## src/rtl/pipe_pkg.sv

```systemverilog
// Shared types and defaults for the pipeline stage buffer.
package pipe_pkg;
  typedef logic [1:0] occ_t;

  localparam int STALL_W    = 16;
  localparam int DATA_W_DEF = 128;
  localparam int CTRL_W_DEF = 24;

  // Bubble control value: an all-zero bundle decodes as a no-op downstream.
  localparam logic [CTRL_W_DEF-1:0] CTRL_BUBBLE_DEF = '0;
endpackage

```

## src/rtl/pipe_stage_buffer_if.sv

```systemverilog
// Upstream/downstream valid-ready bus of the stage buffer.
interface pipe_stage_buffer_if #(
  parameter int DATA_W = 128,
  parameter int CTRL_W = 24
);
  logic              in_valid;
  logic              in_ready;
  logic [DATA_W-1:0] in_data;
  logic [CTRL_W-1:0] in_ctrl;
  logic              out_valid;
  logic              out_ready;
  logic [DATA_W-1:0] out_data;
  logic [CTRL_W-1:0] out_ctrl;

  modport slave (
    input  in_valid, in_data, in_ctrl, out_ready,
    output in_ready, out_valid, out_data, out_ctrl
  );

  modport master (
    output in_valid, in_data, in_ctrl, out_ready,
    input  in_ready, out_valid, out_data, out_ctrl
  );
endinterface

```

## src/rtl/pipe_slot.sv

```systemverilog
// One buffer slot: valid bit plus payload register with load and clear.
module pipe_slot #(
  parameter int W = 8
) (
  input  logic         clk,
  input  logic         rst_b,
  input  logic         load_i,
  input  logic         clr_i,
  input  logic [W-1:0] d_i,
  output logic         vld_o,
  output logic [W-1:0] q_o
);
  logic         vld_q, vld_d;
  logic [W-1:0] q_q, q_d;

  // Clear drops only the valid bit; the payload keeps its last value.
  always_comb begin
    vld_d = vld_q;
    q_d   = q_q;
    if (clr_i) begin
      vld_d = 1'b0;
    end else if (load_i) begin
      vld_d = 1'b1;
      q_d   = d_i;
    end
  end

  always_ff @(posedge clk) begin
    if (!rst_b) begin
      vld_q <= 1'b0;
      q_q   <= '0;
    end else begin
      vld_q <= vld_d;
      q_q   <= q_d;
    end
  end

  assign vld_o = vld_q;
  assign q_o   = q_q;
endmodule

```

## src/rtl/pipe_stage_buffer.sv

```systemverilog
// Pipeline stage buffer with flush and stall counter.
// Build option PIPE_SKID_EN adds a skid slot with registered in_ready.
module pipe_stage_buffer
  import pipe_pkg::*;
#(
  parameter int                DATA_W      = DATA_W_DEF,
  parameter int                CTRL_W      = CTRL_W_DEF,
  parameter logic [CTRL_W-1:0] CTRL_BUBBLE = CTRL_W'(CTRL_BUBBLE_DEF)
) (
  input  logic               clk,
  input  logic               rst_b,
  input  logic               flush,
  input  logic               stall_cnt_clr,
  pipe_stage_buffer_if.slave bus,
  output occ_t               occupancy,
  output logic [STALL_W-1:0] stall_cnt
);
  localparam int PW = DATA_W + CTRL_W;

  logic [PW-1:0]      in_beat, main_d, main_q;
  logic               main_vld, main_load, main_clr;
  logic               accept, deliver;
  logic [STALL_W-1:0] stall_q, stall_d;

  assign in_beat = {bus.in_ctrl, bus.in_data};
  assign accept  = bus.in_valid & bus.in_ready;
  assign deliver = main_vld & bus.out_ready;

`ifdef PIPE_SKID_EN
  logic [PW-1:0] skid_q;
  logic          skid_vld, skid_load, skid_clr;

  // Ready comes straight from the skid valid flop, never from out_ready.
  assign bus.in_ready = rst_b & ~flush & ~skid_vld;
  assign main_load    = (accept & (~main_vld | bus.out_ready)) | (deliver & skid_vld);
  assign main_clr     = flush | (deliver & ~skid_vld & ~accept);
  assign main_d       = skid_vld ? skid_q : in_beat;
  assign skid_load    = accept & main_vld & ~bus.out_ready;
  assign skid_clr     = flush | (deliver & skid_vld);
  assign occupancy    = occ_t'({1'b0, main_vld} + {1'b0, skid_vld});

  pipe_slot #(.W(PW)) u_skid (
    .clk    (clk),
    .rst_b  (rst_b),
    .load_i (skid_load),
    .clr_i  (skid_clr),
    .d_i    (in_beat),
    .vld_o  (skid_vld),
    .q_o    (skid_q)
  );
`else
  assign bus.in_ready = rst_b & ~flush & (~main_vld | bus.out_ready);
  assign main_load    = accept;
  assign main_clr     = flush | (deliver & ~accept);
  assign main_d       = in_beat;
  assign occupancy    = {1'b0, main_vld};
`endif

  pipe_slot #(.W(PW)) u_main (
    .clk    (clk),
    .rst_b  (rst_b),
    .load_i (main_load),
    .clr_i  (main_clr),
    .d_i    (main_d),
    .vld_o  (main_vld),
    .q_o    (main_q)
  );

  assign bus.out_valid = main_vld;
  assign bus.out_data  = main_q[DATA_W-1:0];
  assign bus.out_ctrl  = main_vld ? main_q[PW-1:DATA_W] : CTRL_BUBBLE;

  always_comb begin
    stall_d = stall_q;
    if (stall_cnt_clr) begin
      stall_d = '0;
    end else if (main_vld && !bus.out_ready && (stall_q != '1)) begin
      stall_d = stall_q + STALL_W'(1);
    end
  end

  always_ff @(posedge clk) begin
    if (!rst_b) stall_q <= '0;
    else        stall_q <= stall_d;
  end

  assign stall_cnt = stall_q;
endmodule

```

## src/flat_wrapper.sv

```systemverilog
// flat-port wrapper written by rule: the top's interface ports become plain ports
module pipe_stage_buffer_flat import pipe_pkg::*;
#(
  parameter int                DATA_W      = DATA_W_DEF,
  parameter int                CTRL_W      = CTRL_W_DEF,
  parameter logic [CTRL_W-1:0] CTRL_BUBBLE = CTRL_W'(CTRL_BUBBLE_DEF)
)
  (clk, rst_b, flush, stall_cnt_clr, occupancy, stall_cnt, bus_in_valid, bus_in_data, bus_in_ctrl, bus_out_ready, bus_in_ready, bus_out_valid, bus_out_data, bus_out_ctrl);
  pipe_stage_buffer_if #(.DATA_W(DATA_W), .CTRL_W(CTRL_W)) bus_i ();
  input  logic clk;
  input  logic rst_b;
  input  logic flush;
  input  logic stall_cnt_clr;
  output occ_t occupancy;
  output logic [STALL_W-1:0] stall_cnt;
  input wire logic [$bits(bus_i.in_valid)-1:0] bus_in_valid;
  input wire logic [$bits(bus_i.in_data)-1:0] bus_in_data;
  input wire logic [$bits(bus_i.in_ctrl)-1:0] bus_in_ctrl;
  input wire logic [$bits(bus_i.out_ready)-1:0] bus_out_ready;
  output wire logic [$bits(bus_i.in_ready)-1:0] bus_in_ready;
  output wire logic [$bits(bus_i.out_valid)-1:0] bus_out_valid;
  output wire logic [$bits(bus_i.out_data)-1:0] bus_out_data;
  output wire logic [$bits(bus_i.out_ctrl)-1:0] bus_out_ctrl;
  assign bus_i.in_valid = bus_in_valid;
  assign bus_i.in_data = bus_in_data;
  assign bus_i.in_ctrl = bus_in_ctrl;
  assign bus_i.out_ready = bus_out_ready;
  assign bus_in_ready = bus_i.in_ready;
  assign bus_out_valid = bus_i.out_valid;
  assign bus_out_data = bus_i.out_data;
  assign bus_out_ctrl = bus_i.out_ctrl;
  pipe_stage_buffer #(.DATA_W(DATA_W), .CTRL_W(CTRL_W), .CTRL_BUBBLE(CTRL_BUBBLE)) u_core (.clk(clk), .rst_b(rst_b), .flush(flush), .stall_cnt_clr(stall_cnt_clr), .bus(bus_i), .occupancy(occupancy), .stall_cnt(stall_cnt));
endmodule
```

## config.mk

```make
export PLATFORM = sky130hd
export DESIGN_NAME = pipe_stage_buffer_flat
export DESIGN_NICKNAME = d
export VERILOG_FILES = /design/src/rtl/pipe_pkg.sv /design/src/rtl/pipe_stage_buffer_if.sv /design/src/rtl/pipe_slot.sv /design/src/rtl/pipe_stage_buffer.sv /design/src/flat_wrapper.sv
export SDC_FILE = /design/constraint.sdc
export NUM_CORES = 1
export LEC_CHECK = 0
export ABC_AREA = 1
export ABC_CLOCK_PERIOD_IN_PS = 1700
export CAP_MARGIN = 5
export CORE_UTILIZATION = 43
export CTS_CLUSTER_SIZE = 30
export DETAILED_ROUTE_END_ITERATION = 12
export PLACE_DENSITY = 0.78
export SETUP_SLACK_MARGIN = 0.1
export SLEW_MARGIN = 15
export SYNTH_ARGS = -nofsm -noshare
export SYNTH_HDL_FRONTEND = slang
export SYNTH_SLANG_ARGS = --single-unit
```

## constraint.sdc

```tcl
create_clock -name clk -period 1.7 [get_ports clk]
set_input_delay 0.34 -clock clk [delete_from_list [all_inputs] [get_ports clk]]
set_output_delay 0.34 -clock clk [all_outputs]
set_load 0.03 [all_outputs]
```

; ---- Yosys cells after proc, flatten, opt, wreduce, memory -nomap -nowiden
; Cells that the tools add are included.
[classes]
eq_ne = 1
reduce_logical = 6
n_mux = 1
bitwise = 12
n_addsub = 1
[ops]
columns = cell, count
row1 = two-way mux 24 bit, 1
row2 = adder 16 x 1 -> 16 bit (second input constant), 1
row3 = inequality test 16 bit (second input constant), 1
row4 = bitwise AND 1 bit, 5
row5 = inverter 1 bit, 5
row6 = OR reduction 2 bit, 2
row7 = logical AND 1 bit, 2
row8 = bitwise OR 1 bit, 2
row9 = AND reduction 2 bit, 1
row10 = logical NOT 1 bit, 1
[totals]
elab_cells = 24
ff_bits = 169
out_inout_bits = 172
inputBits = 158

; ---- Depth between registers and ports, before layout
; Gate-level depths: netlist of the first run.
[depth]
depth_word = 9
mapped_depth = 9
mapped_depth_nobuf = 9

; ---- Cells and area by module
; From an unflattened synthesis of the first run, not the netlist that was laid out.
[unflattened]
cells_unflattened = 1204
area_unflattened_um2 = 7722.4
[modules_own_cells]
columns = mod, area_each_um2, seq_area_each_um2, cells_per_inst, n_inst
row1 = pipe_slot, 6471.2, 3062.9, 984, 1
row2 = pipe_stage_buffer, 1251.2, 320.3, 220, 1

; ---- Worst setup path after synthesis of the first run
; OpenSTA, ideal clock, no wires.
[synth_timing]
path_type = register to register
start = register u_core.stall_q[0] (netlist: u_core.stall_cnt[0])
end = register u_core.stall_q[11] (netlist: u_core.stall_cnt[11])
stages_incl_launch_ff = 8
setup_time_ns = 0.116
n_path_buf = 1
required_ns = 1.584
slack_ns = 0.073
t_arrival_ns = 1.511
synth_period_minus_slack_ns = 1.627
cell_sequence = dfxtp_1 ha_1 inv_1 nor2_1 nand4_1 clkbuf_1 a21oi_1 nor2_1
[synth_via]
elab_chain_len = 2
elab_cells_between_ends = 3
cone_classes = add/sub (1) / eq/ne (1) / reduce/logical (1)
[synth_lines]
columns = element, line
row1 = "start, declared", pipe_stage_buffer.sv:23  ; logic [STALL_W-1:0] stall_q, stall_d;
row2 = "start signal, assigned", pipe_stage_buffer.sv:84  ; else stall_q <= stall_d;
row3 = "parallel branches: the longest is 2 deep, another holds adder 16 x 1 -> 16 bit", -
; Parallel ways; which one is timed is not known.
; A chain may end at the register's enable or synchronous reset.

; ---- Final worst setup path of the first run
[layout_timing]
start = register u_core.u_main.vld_q (netlist: u_core.u_main.vld_o)
end = output port bus_out_ctrl[13]
[layout_via]
elab_chain_len = 1
[layout_lines]
columns = element, line
row1 = "start, declared", pipe_slot.sv:13  ; logic vld_q, vld_d;
row2 = "start signal, assigned", pipe_slot.sv:33  ; vld_q <= vld_d;
row3 = two-way mux 24 bit, pipe_stage_buffer.sv:71  ; assign bus.out_ctrl = main_vld ? main_q[PW-1:DATA_W] : CTRL_BUBBLE;
row4 = "end, declared", flat_wrapper.sv:23  ; output wire logic [$bits(bus_i.out_ctrl)-1:0] bus_out_ctrl;
; No other way between the ends.

==> flow_summary.json, run 1 <==
{
  "status": "complete, no violations",
  "ys_ff_latch": 169,
  "drt-total-wl_um": 22000,
  "cts.sinks": 169,
  "cp-start-kind": "flip-flop",
  "syn_to_final_growth_pct": 38.7,
  "placed_cells": 1392,
  "port_buffers": 328,
  "cts_buffers": 17,
  "hold_path.class": "input pin to flip-flop",
  "peakVddDrop_uv": 690,
  "synth_cells": 1015,
  "gp_congestion": 0.854,
  "grt_max_degree": 82,
  "drtIter0Drc": 410,
  "worst-path-max-fanout": 11,
  "grt_pass1_vias": 6587,
  "cts_buffer_depth": 2,
  "antenna-diode-count": 0,
  "pwr_density_cell_nw_per_um2": 881,
  "synth_top_flop_cell": "dfxtp_1",
  "fillCellCount": 1588,
  "die_h_um": 135,
  "synth_common_cells": "224 x nand2_1, 169 x dfxtp_1, 164 x nand3_1, 162 x a21oi_1, 145 x buf_4",
  "rsz0062_at_grt": "yes",
  "grt_overflow": 0,
  "leakagePower_nw": 4.56,
  "final_util_pct": 61.2,
  "core_area_sq_um": 17300,
  "cp_slowest_cell": "dfxtp_4",
  "cp_top_family": "flip-flops",
  "max_freq_ghz": 0.619,
  "synth.avg_cell_area_sq_um": 7.52,
  "die_x_um": 135,
  "finalSetupViolCount": 0,
  "clock_latency_ps": 420,
  "io_pins": 330,
  "grt_antenna_before_repair": 0,
  "critical_path.cell_chain": "buf_8 -> nand2_1 -> inv_1 -> buf_4",
  "end_kind": "primary output",
  "drive_above_1_share_pct": 9.39,
  "slowest_delay_ps": 400,
  "critical_path_buf_inv_count": 3,
  "htree_levels": 4,
  "netlist_area_sq_um": 7630,
  "ys_warn_count": 0,
  "async_flop_share_pct": 0,
  "grt_pass1_wl_um": 33200,
  "crit_type": "flip-flop to primary output",
  "syn_nets": 1174,
  "cts_tree": "built",
  "seq_area_frac_synth_pct": 44.3,
  "fin_worst_skew_ps": 10.9,
  "grt_use_total_pct": 23.0,
  "period_share_pct": 95.1,
  "ys_top_cells_by_area": "dfxtp_1 44%, buf_4 14%, nand2_1 11%",
  "rows": 48,
  "finalCriticalPeriod_ps": 1620,
  "via_per_inst": 5.03,
  "finalMaxSlewViolations": 0,
  "hold_viol_final": 0,
  "clkTransAtPathRegs_ps": 70,
  "critical_path_required_ps": 1360,
  "synth-edff-count": 0,
  "detail-route-antenna-nets": 0,
  "start_util_pct": 44.1,
  "hpwl_um": 14800,
  "synth_top_cell_area_share_pct": 44.3,
  "arrival_ps": 1280,
  "yosysTopAreaCell": "dfxtp_1",
  "vias": 7180,
  "die_area_sq_um": 18300,
  "layout.cells.non_filler": 1428,
  "cts-root-buf": "clkbuf_16",
  "drcViolationCount": 0,
  "num-nets-final": 1349,
  "synth_most_common_cell": "nand2_1",
  "first_pass_iters": 6,
  "wl_per_cell_um": 15.4,
  "timing.max_cap.violations": 0,
  "synth_cell_type_count": 24
}
-- worst reg2reg max path: cells and delay by family (launching register included) --
kind            cells  cell delay, ps
simple gates        6             730
flops               1             430
buf+inv             1             160
compound gates      1             140
-- logic make-up after synthesis --
family / count (synthesis) / share of synthesized area, %
AOI/OAI and AO/OA: 166 / 10.9
xor gates and xnor gates: 4 / 0.459
adders and majority gates: 1 / 0.164
buffers and inverters: 236 / 19.3
DFF: 169 / 44.3
other: 1 / 0.0492
and+or+nand+nor: 438 / 24.7
-- final timing paths --
| path | cells past startpoint | slack [ps] | startpoint | to |
|---|---|---|---|---|
| min reg2reg | 2 | 460 | u_core.u_main.q_o[79] | u_core.u_main.q_o[79] |
| max reg2reg | 8 | 150 | u_core.stall_cnt[7] | u_core.stall_cnt[7] |
| max | 4 | 80 | u_core.u_main.vld_o | bus_out_ctrl[13] |
| min | 4 | 340 | flush | u_core.u_main.vld_o |
-- timing repair --
action | in CTS | in global routing
buffers inserted | 3 | 1
pin swaps | 2 | 0
setup endpoints to repair | 171 | 43
hold buffers | 0 | 0
gates resized for setup | 175 | 14
-- sequential cells by signal, indices dropped and copies added (netlist names) --
register and count:
u_core.u_main.vld_o 1, u_core.stall_cnt 16, u_core.u_main.q_o 152
-- layout by cell type (no fill, tap or decap), types with 2 or more instances in the layout --
master,count
a21oi_1,162
buf_12,10
buf_4,41
buf_6,3
buf_8,2
bufinv_16,2
clkbuf_16,17
clkbuf_2,6
clkbuf_8,2
clkdlybuf4s15_1,2
clkdlybuf4s15_2,5
clkdlybuf4s50_1,153
clkinv_4,2
clkinvlp_4,4
dfxtp_1,165
dfxtp_2,3
dlygate4sd2_1,134
inv_1,32
inv_2,2
inv_4,2
inv_6,3
nand2_1,223
nand2_4,2
nand3_1,164
nor2_1,41
nor2_2,2
o21ai_0,3
xor2_1,3
-- routing by layer --
layer	share of wire [%]	routed length, um	vias to the layer above	global-route usage [%]
li1	-	-	3531	-
met4	2.0	437	0	9.11
met1	41	8950	3320	26.6
met2	49	10700	298	39.2
met5	0	0	-	0
met3	8.4	1850	31	7.11
-- metrics by stage --
stage	setup slack, ps	hold WS, ps	setup TNS, ps	total power [W]	instance area (sq um)
2_1_floorplan	202	439	0	0.00497	7630
3_3_place_gp	-228	447	-24900	0.00552	10100
3_5_place_dp	-279	451	-26820	0.00553	10100
4_1_cts	43.9	329	0	0.00940	10600
5_1_grt	30.0	362	0	0.00965	10600
6_report	83.3	340	0	0.00932	10600
-- final cells by class --
type | instances | area [sq um] | area share (%)
flip-flops and latches | 169 | 3390 | 32.0
repair buffers | 356 | 3380 | 32.0
multi-input cells | 610 | 2790 | 26.4
clock buffers | 20 | 457 | 4.32
well taps | 225 | 282 | 2.66
inverters | 36 | 140 | 1.32
clock inverters | 12 | 139 | 1.31
-- report_power, final --
group	total, W	internal, W	leakage, nW	switching [W]
Sequential	0.00414	0.00408	1.37	0.0000581
Clock	0.00393	0.00226	0.280	0.00167
Combinational	0.00125	0.000583	2.91	0.000669
Power figures use the tool's default switching activity.
==> run 2, diff against run 1 <==
--- a/config.mk
+++ b/config.mk
@@ -8,10 +8,10 @@
 export ABC_AREA = 1
 export ABC_CLOCK_PERIOD_IN_PS = 1700
 export CAP_MARGIN = 5
-export CORE_UTILIZATION = 43
+export CORE_UTILIZATION = 30
 export CTS_CLUSTER_SIZE = 30
 export DETAILED_ROUTE_END_ITERATION = 12
-export PLACE_DENSITY = 0.78
+export PLACE_DENSITY = 0.57
 export SETUP_SLACK_MARGIN = 0.1
 export SLEW_MARGIN = 15
 export SYNTH_ARGS = -nofsm -noshare
==> run 2 against run 1 <==
  * Critical path depth grew 1
  * Worst hold slack gained 120 ps
  * Count of clock-buffer cells in the layout shrank 1
  * Flip-flop and latch count is the same
  * Clock skew grew 4.9 ps
  * Critical path type unchanged
  * Largest cell class is now buffers
  * Largest power group unchanged
==> flow_summary.json, run 2 (synthesized netlist as in run 1, its figures left out) <==
{
  "relSlewSlack_pct": 46.2,
  "pwr-share-comb_pct": 13.7,
  "num-nets-final": 1357,
  "status": "complete, no violations",
  "final_common_cell": "nand2_1",
  "gp_congestion": 0.799,
  "leakagePower_nw": 4.58,
  "drcViolationCount": 0,
  "largest_reg_flops": 152,
  "arrival_ps": 1250,
  "grt_use_total_pct": 17.6,
  "p_int_w": 0.00670,
  "core_area_sq_um": 24600,
  "totalPowerFinal_w": 0.00924,
  "htree_levels": 4,
  "finalCriticalPeriod_ps": 1590,
  "rr_worst_depth": 9,
  "layout.cells.non_filler": 1537,
  "critical_path_buf_inv_count": 3,
  "hold_path.class": "flip-flop to flip-flop",
  "die_h_um": 161,
  "end_kind": "primary output",
  "port_buffers": 328,
  "cts_buffer_depth": 2,
  "final_util_pct": 43.9,
  "start_util_pct": 31.0,
  "wl_per_cell_um": 15.1,
  "slowest_delay_ps": 390,
  "critical_path_required_ps": 1360,
  "switching_share_pct": 27.5,
  "min_path_cells": 2,
  "pwr_density_cell_nw_per_um2": 856,
  "timing.max_cap.violations": 0,
  "worst-path-max-fanout": 3,
  "hpwl_um": 15800,
  "finalMaxSlewViolations": 0,
  "rsz0062_at_grt": "yes",
  "cp_slowest_cell": "dfxtp_4",
  "layout_common_cells": "222 x nand2_1, 164 x nand3_1, 162 x a21oi_1, 162 x dfxtp_1, 153 x clkdlybuf4s50_1",
  "cts_tree": "built",
  "startpoint": "u_core.u_main.vld_o",
  "placed_cells": 1497,
  "switchingPower_w": 0.00254,
  "via_per_inst": 4.56,
  "die_x_um": 161,
  "io_pins": 330,
  "hp-start": "u_core.u_main.q_o[30]",
  "grt_overflow": 0,
  "seqCellArea_sq_um": 3400,
  "rows": 57,
  "fin_setup_tns_ps": 0,
  "fillCellCount": 2516,
  "r2r-end": "u_core.u_main.q_o[88]",
  "finalSetupViolCount": 0,
  "pwr-share-seq_pct": 44.7,
  "vias": 7005,
  "whs_ps": 456,
  "die_area_sq_um": 26100,
  "drive_above_1_share_pct": 10.7,
  "peakVddDrop_uv": 606,
  "worst_pin_slew_ps": 808,
  "syn_to_final_growth_pct": 41.6,
  "period_share_pct": 93.3,
  "cts_buffers": 17,
  "max_freq_ghz": 0.630,
  "cp_top_family": "flip-flops",
  "r2r_setup_slack_ps": 230,
  "drtIter0Drc": 483,
  "cts.sinks": 169,
  "crit_type": "flip-flop to primary output",
  "first_pass_iters": 4,
  "cp-start-kind": "flip-flop",
  "fin_worst_skew_ps": 15.8,
  "critical_path.cell_chain": "nand2_4 -> inv_4 -> nor2_8 -> buf_12 -> buf_8",
  "ctsHoldBuffers": 0,
  "grt_max_degree": 75,
  "drt-total-wl_um": 23200,
  "grt_pass1_wl_um": 36400,
  "multi_input_area_sq_um": 2790,
  "clock_power_share_pct": 41.5,
  "cts-root-buf": "clkbuf_16",
  "grt_pass1_vias": 6638,
  "clkTransAtPathRegs_ps": 70,
  "min_to": "u_core.u_main.q_o[30]",
  "r2r-start": "u_core.u_main.vld_o",
  "hold_viol_final": 0,
  "detail-route-antenna-nets": 0,
  "grt_antenna_before_repair": 2,
  "clock_latency_ps": 430
}
[run 2: cell types whose count changed in the layout (fill, tap and decap cells not counted), sizes merged, moves of 4 or more]
cell | previous run | this run
dlygate4sd2 | 134 | 128
buf | 56 | 65
clkbuf | 26 | 22
inv | 39 | 44
clkdlybuf4s15 | 7 | 13
[run 2: tightest hold or removal path, stage by stage (launching register included)]
cell and delay, ps:
dfxtp_1 310, nand2_1 60, a21oi_1 50
[run 2: metal layers]
metal / GRT usage, % / vias up / part of all wire [%]
met5: 0 / - / 0
met4: 5.06 / 0 / 1.4
met3: 7.11 / 23 / 9.2
met2: 28.6 / 254 / 46
met1: 21.3 / 3182 / 43
li1: - / 3546 / -
[run 2: final cells by class]
| cell class | instances | share of cell area, % |
|---|---|---|
| Clock buffer | 19 | 4.19 |
| Multi-Input combinational cell | 610 | 25.9 |
| Clock inverter | 13 | 1.19 |
| Inverter | 36 | 1.30 |
| Timing Repair Buffer | 364 | 32.2 |
| Tap cell | 324 | 3.75 |
| Sequential cell | 169 | 31.5 |
| Antenna cell | 2 | 0.0463 |
[run 2: power groups by stage]
| stage | logic (W) | clock network, W | registers (W) |
|---|---|---|---|
| finish | 0.00127 | 0.00384 | 0.00413 |
| global route | 0.00137 | 0.00417 | 0.00415 |
| CTS | 0.00128 | 0.00398 | 0.00414 |
| detailed placement | 0.00133 | 0 | 0.00423 |
| global placement | 0.00133 | 0 | 0.00423 |
| floorplan | 0.000747 | 0 | 0.00422 |
[run 2: worst max path at each step]
stage	endpoint	slack (ps)	cells after the start
3_3_place_gp	u_core.u_main.q_o[17]	-230	10
3_5_place_dp	u_core.u_main.q_o[18]	-260	10
5_1_grt	bus_out_ctrl[8]	30	4
2_1_floorplan	u_core.stall_cnt[11]	200	6
4_1_cts	stall_cnt[7]	5	1
6_report	bus_in_ready	110	5
[run 2: stage by stage]
step	setup WS, ps	area, sq um
floorplan	202	7630
global placement	-227	10300
detailed placement	-257	10300
CTS	5.22	10800
global route	32.3	10800
finish	114	10800
[run 2: what timing repair did]
| action | in CTS | in global routing |
|---|---|---|
| buffers inserted | 5 | 1 |
| resized for setup | 181 | 25 |
| pin swaps | 3 | 0 |
| endpoints found under the hold margin | 0 | 0 |
| endpoints found under the setup margin | 171 | 74 |
==> run 3, diff against run 2 <==
--- a/config.mk
+++ b/config.mk
@@ -6,14 +6,13 @@
 export NUM_CORES = 1
 export LEC_CHECK = 0
 export ABC_AREA = 1
-export ABC_CLOCK_PERIOD_IN_PS = 1700
+export ABC_CLOCK_PERIOD_IN_PS = 1930
 export CAP_MARGIN = 5
 export CORE_UTILIZATION = 30
 export CTS_CLUSTER_SIZE = 30
 export DETAILED_ROUTE_END_ITERATION = 12
 export PLACE_DENSITY = 0.57
 export SETUP_SLACK_MARGIN = 0.1
-export SLEW_MARGIN = 15
 export SYNTH_ARGS = -nofsm -noshare
 export SYNTH_HDL_FRONTEND = slang
 export SYNTH_SLANG_ARGS = --single-unit
==> constraint.sdc (replaced) <==
create_clock -name clk -period 1.93 [get_ports clk]
set_input_delay 0.386 -clock clk [delete_from_list [all_inputs] [get_ports clk]]
set_output_delay 0.386 -clock clk [all_outputs]
set_load 0.03 [all_outputs]
==> run 3 against run 2 <==
  * Core utilization fell by 0.19 points
  * Non-clock buffer count down 2
  * Largest power group unchanged
  * Count of clock-buffer cells in the layout fell by 2
  * Combinational power shrank 12%
  * Highest routed layer is now met5
  * First-iteration DRC count is 14% lower
  * Critical endpoint unchanged
  * Global-route usage increased by 0.35 points
  * Final cell count decreased by 0.26%
  * Final area fell by 0.44%
  * Worst setup slack better by 55 ps
  * Flip-flop and latch count unchanged
  * Largest cell class unchanged
==> flow_summary.json, run 3 (synthesized netlist as in run 1, its figures left out) <==
{
  "first_pass_iters": 4,
  "grt_use_total_pct": 18.0,
  "hold_path.class": "input pin to flip-flop",
  "cts-root-buf": "clkbuf_16",
  "rsz0062_at_grt": "no",
  "drcViolationCount": 0,
  "layout_common_cells": "224 x nand2_1, 168 x dfxtp_1, 164 x nand3_1",
  "status": "complete, no violations",
  "detail-route-antenna-nets": 0,
  "max_freq_ghz": 0.568,
  "fillCellCount": 2551,
  "grt_pass1_wl_um": 36800,
  "arrival_ps": 1380,
  "start_util_pct": 31.0,
  "via_per_inst": 4.57,
  "finalMaxSlewViolations": 0,
  "vias": 7004,
  "end_kind": "primary output",
  "clock_latency_ps": 430,
  "drive_above_1_share_pct": 8.60,
  "use_met1_pct": 22.0,
  "crit_type": "input pin to primary output",
  "htree_levels": 4,
  "antenna-diode-count": 0,
  "layout.cells.non_filler": 1533,
  "whs_ps": 423,
  "cts.sinks": 169,
  "finalSetupViolCount": 0,
  "grt_max_degree": 92,
  "num-nets-final": 1355,
  "drt-total-wl_um": 23600,
  "die_x_um": 161,
  "clkTransAtPathRegs_ps": 70,
  "final_common_cell": "nand2_1",
  "peakVddDrop_uv": 438,
  "placed_cells": 1499,
  "grt_util_met3_pct": 6.39,
  "gp_congestion": 0.818,
  "syn_to_final_growth_pct": 41.0,
  "finalCriticalPeriod_ps": 1760,
  "grt_antenna_before_repair": 2,
  "layout_setup_ws_ps": 168,
  "hold_viol_final": 0,
  "timing.max_cap.violations": 0,
  "period_share_pct": 91.3,
  "critical_path_required_ps": 1540,
  "grt_pass1_vias": 6752,
  "leakagePower_nw": 4.74,
  "io_pins": 330,
  "pwr_density_cell_nw_per_um2": 769,
  "cts_tree": "built",
  "die_h_um": 161,
  "wl_per_cell_um": 15.4,
  "rows": 57,
  "place_ws_ps": -89.0,
  "cts_buffers": 17,
  "cp-start-kind": "input pin",
  "largest_reg_flops": 152,
  "fin_worst_skew_ps": 16.7,
  "drtIter0Drc": 414,
  "port_buffers": 328,
  "core_area_sq_um": 24600,
  "cts_buffer_depth": 2,
  "grt_overflow": 0,
  "use_met2_pct": 29.6,
  "hpwl_um": 16300,
  "die_area_sq_um": 26100,
  "grt_busiest_layer": "met2",
  "worst-path-max-fanout": 2
}
==> run 3: cell count changes in the layout (fill, tap and decap cells not counted), moves of 3 or more <==
cell | before | now
dlymetal6s2s_1 | 0 | 7
dfxtp_2 | 5 | 1
clkdlybuf4s15_1 | 6 | 0
dlygate4sd2_1 | 128 | 138
dfxtp_1 | 162 | 168
clkbuf_2 | 3 | 0
clkdlybuf4s15_2 | 7 | 0
==> run 3: area by class of cell <==
cell class / instances / area, sq um / share of cell area (%)
Clock buffer: 17 / 425 / 3.96
Sequential cell: 169 / 3380 / 31.5
Clock inverter: 15 / 179 / 1.66
Tap cell: 324 / 405 / 3.77
Multi-Input combinational cell: 610 / 2780 / 25.8
Inverter: 36 / 138 / 1.28
Timing Repair Buffer: 362 / 3440 / 32.0
==> run 3: path summary, 6_finish.rpt <==
| check | from | to | slack (ps) | cells past startpoint |
|---|---|---|---|---|
| setup / recovery | bus_out_ready | bus_in_ready | 170 | 7 |
| hold / removal | bus_in_valid | u_core.u_main.q_o[120] | 420 | 4 |
| setup reg to reg | u_core.stall_cnt[1] | u_core.stall_cnt[7] | 340 | 9 |
| hold reg to reg | u_core.u_main.q_o[106] | u_core.u_main.q_o[106] | 460 | 2 |
==> run 3: repair_timing <==
item,CTS,global route
endpoints found under the setup margin,162,32
hold buffers,0,0
buffers inserted,2,0
gates resized for setup,140,12
pin swaps,1,1
gates cloned,0,0
==> run 3: report_power, final <==
group / switching [W] / internal [W]
registers: 0.0000512 / 0.00359
logic: 0.000600 / 0.000521
clock network: 0.00164 / 0.00186
total: 0.00229 / 0.00597
==> run 3: per-layer routing <==
layer  up-vias  wire, um
met5         -        13
met4         2       297
li1       3540         -
met2       254     11000
met3        21      2100
met1      3187     10200
==> run 3: through the flow <==
step	TNS (ps)	util (%)	total power (W)	area [sq um]
after CTS	0	43.6	0.00839	10700
after floorplan	0	-	0.00437	7630
final	0	43.7	0.00827	10800
after global placement	-1610	41.7	0.00491	10300
after global routing	0	43.7	0.00861	10800
after detailed placement	-2420	41.7	0.00491	10300
==> run 3: worst max-delay path, stage by stage <==
cell	delay, ps
clkdlybuf4s50_1	480
inv_2	70
nand2_4	60
inv_2	60
nor2_8	90
buf_12	110
buf_6	120
